--- config.mk ---
export PLATFORM = sky130hd
export DESIGN_NAME = read_pipe
export DESIGN_NICKNAME = d
export VERILOG_FILES = /design/src/rtl/read_pipe.sv
export SDC_FILE = /design/constraint.sdc
export NUM_CORES = 1
export LEC_CHECK = 0
export CORE_MARGIN = 1.5
export CORE_UTILIZATION = 40
export DETAILED_ROUTE_END_ITERATION = 16
export GPL_ROUTABILITY_DRIVEN = 0
export PLACE_DENSITY = 0.83
export SETUP_SLACK_MARGIN = 0.2
export SYNTH_ARGS = -nofsm -noshare
export SYNTH_HDL_FRONTEND = slang
export SYNTH_SLANG_ARGS = --single-unit
--- constraint.sdc ---
create_clock -name cpu_clk -period 8.45 [get_ports cpu_clk]
set_input_delay 2.1125 -clock cpu_clk [delete_from_list [all_inputs] [get_ports cpu_clk]]
set_output_delay 2.1125 -clock cpu_clk [all_outputs]
set_load 0.03 [all_outputs]
--- src/rtl/read_pipe.sv ---
// read_pipe: two-stage operand-read pipe (S1 request, S2 output) with valid/ready back-pressure and flush.
// Defining READ_PIPE_BYPASS_EN forwards write-back data to operands read from S1.
module read_pipe #(
  parameter int DATA_W = 16,
  parameter int REG_AW = 4,
  parameter int IMM_W  = 5,
  parameter int PC_W   = 31
) (
  input  logic              cpu_clk,
  input  logic              cpu_rst,
  input  logic              flush,
  input  logic              in_valid,
  output logic              in_ready,
  input  logic              imm_en,
  input  logic [IMM_W-1:0]  arg_imm,
  input  logic              read_a,
  input  logic              read_b,
  input  logic [REG_AW-1:0] arg_a,
  input  logic [REG_AW-1:0] arg_b,
  input  logic              pc_set,
  input  logic              pc_add,
  input  logic              pc_inc,
  input  logic [1:0]        pc_src,
  input  logic              i_alu_en,
  input  logic [4:0]        i_alu_op,
  input  logic [3:0]        i_truth_table,
  output logic              reg_a_read,
  output logic              reg_b_read,
  output logic [REG_AW-1:0] reg_a,
  output logic [REG_AW-1:0] reg_b,
  input  logic [DATA_W-1:0] reg_a_value,
  input  logic [DATA_W-1:0] reg_b_value,
  input  logic              wb_en,
  input  logic [REG_AW-1:0] wb_reg,
  input  logic [DATA_W-1:0] wb_value,
  output logic              out_valid,
  input  logic              out_ready,
  output logic              src_a_en,
  output logic              src_b_en,
  output logic [DATA_W-1:0] src_a,
  output logic [DATA_W-1:0] src_b,
  output logic              o_pc_set,
  output logic              o_pc_add,
  output logic              o_pc_inc,
  output logic [PC_W-1:0]   pc,
  output logic              o_alu_en,
  output logic [4:0]        o_alu_op,
  output logic [3:0]        o_truth_table
);
  typedef struct packed {
    logic              imm_en;
    logic [IMM_W-1:0]  imm;
    logic              read_a;
    logic              read_b;
    logic [REG_AW-1:0] arg_a;
    logic [REG_AW-1:0] arg_b;
    logic              pc_set;
    logic              pc_add;
    logic              pc_inc;
    logic [1:0]        pc_src;
    logic              alu_en;
    logic [4:0]        alu_op;
    logic [3:0]        tt;
  } req_t;
  req_t              s1, req_in;
  logic              s1_valid, s2_free, s1_adv, accept;
  logic [DATA_W-1:0] a_val, b_val, imm_d;
  logic [PC_W-1:0]   imm_p, pc_next;
  assign req_in = {imm_en, arg_imm, read_a, read_b, arg_a, arg_b, pc_set, pc_add, pc_inc,
                   pc_src, i_alu_en, i_alu_op, i_truth_table};
  assign s2_free = !out_valid | out_ready;
  assign s1_adv = s1_valid & s2_free;
  assign in_ready = !flush & (!s1_valid | s1_adv);
  assign accept = in_valid & in_ready;
  assign reg_a = s1.arg_a;
  assign reg_b = s1.arg_b;
  assign reg_a_read = s1_valid & s1.read_a;
  assign reg_b_read = s1_valid & s1.read_b;
`ifdef READ_PIPE_BYPASS_EN
  assign a_val = (wb_en && wb_reg == s1.arg_a) ? wb_value : reg_a_value;
  assign b_val = (wb_en && wb_reg == s1.arg_b) ? wb_value : reg_b_value;
`else
  logic unused_wb;
  assign unused_wb = ^{wb_en, wb_reg, wb_value};
  assign a_val = reg_a_value;
  assign b_val = reg_b_value;
`endif
  assign imm_d = {{(DATA_W-IMM_W){s1.imm[IMM_W-1]}}, s1.imm};
  assign imm_p = {{(PC_W-IMM_W){s1.imm[IMM_W-1]}}, s1.imm};
  always_comb begin
    pc_next = s1.pc_src == 2'd0 ? imm_p :
              s1.pc_src == 2'd1 ? PC_W'(a_val) :
              s1.pc_src == 2'd2 ? PC_W'(b_val) : PC_W'({a_val, b_val});
  end
  always_ff @(posedge cpu_clk or posedge cpu_rst) begin
    if (cpu_rst) begin
      s1_valid <= 1'b0;
      s1 <= '0;
    end else if (flush) s1_valid <= 1'b0;
    else if (accept) begin
      s1_valid <= 1'b1;
      s1 <= req_in;
    end else if (s1_adv) s1_valid <= 1'b0;
  end
  // output data is only reloaded on advance, so it holds through stalls and after draining
  always_ff @(posedge cpu_clk or posedge cpu_rst) begin
    if (cpu_rst) begin
      out_valid <= 1'b0;
      src_a_en <= 1'b0;
      src_b_en <= 1'b0;
      src_a <= '0;
      src_b <= '0;
      pc <= '0;
      {o_pc_set, o_pc_add, o_pc_inc, o_alu_en, o_alu_op, o_truth_table} <= '0;
    end else if (flush) out_valid <= 1'b0;
    else if (s1_adv) begin
      out_valid <= 1'b1;
      src_a_en <= s1.read_a;
      src_b_en <= s1.read_b | s1.imm_en;
      src_a <= s1.read_a ? a_val : '0;
      src_b <= s1.imm_en ? imm_d : (s1.read_b ? b_val : '0);
      pc <= pc_next;
      {o_pc_set, o_pc_add, o_pc_inc, o_alu_en, o_alu_op, o_truth_table} <=
        {s1.pc_set, s1.pc_add, s1.pc_inc, s1.alu_en, s1.alu_op, s1.tt};
    end else if (out_ready) out_valid <= 1'b0;
  end
endmodule

==> impl_metrics.json <==
{
  "r2r_end": "src_a_en",
  "rsz0062_at_grt": "no",
  "start_kind": "primary input",
  "cp_cell_sequence": "clkdlybuf4s50_1, nor2b_4, buf_4, a21oi_1, clkdlybuf4s50_1",
  "r2r_cells": 3,
  "synthArstFlopShare": 1.00,
  "grt_first_pass_wirelength_mm": 20.9,
  "worst_pin_slew_ps": 1100,
  "hp-class": "register to register",
  "io_buffers": 157,
  "path_clk_slew_ps": 70,
  "floorplan.initialDensity": 0.409,
  "regArea_um2": 2780,
  "place_area_um2": 6420,
  "synth_nets": 517,
  "syn_avg_cell_area_um2": 11.5,
  "yosysMostFrequentCell": "o21ai_0",
  "wl_mm": 13.4,
  "slew_headroom": 0.264,
  "route.antenna.remaining_nets": 0,
  "syn_inst": 428,
  "io_pins": 179,
  "avgViaCountPerCell": 5.42,
  "dieHeight_um": 114,
  "hpwl_mm": 8.86,
  "cts_htree_levels": 3,
  "drive_above_1_share": 0.129,
  "drc": 0,
  "cp.required_ps": 6340,
  "critPathKind": "primary input to output port",
  "first_iter_violations": 302,
  "crit_end": "in_ready",
  "post-route-period-util": 0.712,
  "yosys.area.top_type": "dfrtp_1",
  "worstSetupPathDepth": 5,
  "core_area_um2": 12000,
  "drv_slew": 0,
  "rr_startpoint": "s1_valid",
  "multi_input_area_um2": 1840,
  "grt_overflow": 0,
  "hold_viol": 0,
  "area_growth_pct": 35.8,
  "yosysWarningCount": 0,
  "synth_cell_types": 26,
  "hold_ws_ps": 504,
  "crit_buf_inv": 3,
  "end_kind": "output port",
  "diodes": 0,
  "yosys_register_bits": 111,
  "drv_cap": 0,
  "cts_resized": 0,
  "post_drt_wl_per_cell_um": 19.0,
  "cts_tree": "built",
  "numClockSinks": 111,
  "grt.total_usage": 0.208,
  "finalPower_uw": 1730,
  "instances_no_fill": 706,
  "period_needed_ps": 6020,
  "leakage_uw": 0.00282,
  "cp-startpoint": "out_ready",
  "yosysSeqAreaShare": 0.565,
  "cts-root-buf": "clkbuf_16",
  "setup_viol": 0,
  "cpMaxStageDelayCell": "clkdlybuf4s50_1",
  "die_w_um": 114,
  "cts_setup_buffers": 0,
  "holdBufCountCts": 0,
  "grt_max_degree": 65,
  "core.rowCount": 40,
  "antenna_found_initial": 0,
  "clock_latency_ps": 340,
  "ys_top_cells_by_area": "dfrtp_1, o21ai_0, mux2_4",
  "r2r_slack_ps": 5820,
  "cpPeakStageDelay_ps": 610,
  "fin_setup_tns_ps": 0,
  "ys_top_cells_by_count": "o21ai_0, dfrtp_1, nand2_1",
  "numCtsBuffers": 9,
  "die_area_um2": 13000,
  "fmax_ghz": 0.166,
  "crit_fanout": 59,
  "cp_common_cell": "clkdlybuf4s50_1",
  "grt_pass1_vias": 3953,
  "vias": 3825,
  "stdcell_area_um2": 6680,
  "synthFlopType": "dfrtp_1",
  "cellPowerDensity_nw_per_um2": 260,
  "status": "complete, no violations",
  "cp.arrival_ps": 3900,
  "drt-pass1-iter-count": 5,
  "fillerInstances": 1042,
  "clock_skew_ps": 5.59,
  "synth-edff-count": 0,
  "clk_path_buf_depth": 2,
  "ir_drop_v": 0.000124,
  "path_delay_family": "buffers and inverters",
  "dp_cells": 691,
  "synth_top_area_frac": 0.565,
  "nets": 644,
  "netlist_area_um2": 4910
}
-- layout by cell type (no fill, tap or decap), drive strengths merged, types with 5 or more instances in the layout --
cell,synthesis,layout
mux2,49,49
dfrtp,111,111
o22a,12,12
clkbuf,21,14
nand2,40,40
a21oi,29,29
nor2,5,5
clkdlybuf4s50,0,157
o21ai,116,116
-- layer usage --
metal / wire length [um] / vias up / track usage
li1: - / 1739 / -
met1: 5440 / 1878 / 0.253
met2: 6590 / 185 / 0.355
met3: 1070 / 23 / 0.0547
met4: 281 / 0 / 0.0758
met5: 0 / - / 0
-- registers in the layout, indices dropped and copies added (netlist names), 4 cells and up --
name	count
reg_b	4
s1	18
src_b	16
reg_a	4
o_alu_op	5
o_truth_table	4
pc	31
src_a	16
imm_d	5
-- layout make-up --
type | instances | area share
clock buffer | 14 | 0.0381
clock inverter | 1 | 0.000750
inverter | 2 | 0.00150
multi-input combinational | 270 | 0.276
sequential | 111 | 0.416
tap | 147 | 0.0276
timing repair buffer | 161 | 0.240
-- where the power goes --
part | total, uW | internal (uW) | switching [uW]
registers | 718 | 641 | 76.5
logic | 631 | 285 | 346
clock network | 384 | 207 | 177
total | 1730 | 1130 | 599
-- cell families after synthesis --
family,synth area share
buffers and inverters,0.0603
AOI/OAI and AO/OA,0.179
muxes,0.143
DFF,0.565
and+or+nand+nor,0.0524
-- stage by stage --
step	worst slack, ps	utilization
floorplan	3370	-
global placement	2450	0.534
detailed placement	2420	0.534
CTS	2410	0.556
global route	2300	0.556
finish	2430	0.556
-- worst reg2reg max path: stages, from the launching register on --
cell      delay, ps
dfrtp_1         460
nand2b_2        720
or2_2           910
mux2_2          430
-- how the worst min path moves through the flow --
stage / from / endpoint / slack [ps] / cells past startpoint
final: o_pc_set / o_pc_set / 500 / 1
after global routing: s1[5] / s1[5] / 520 / 1
after global placement: s1[2] / s1[2] / 490 / 1
after detailed placement: s1[13] / s1[13] / 490 / 1
after floorplan: s1[12] / s1[12] / 480 / 1
after CTS: o_pc_set / o_pc_set / 510 / 1
Note: power is estimated with default switching activity, not from simulation.
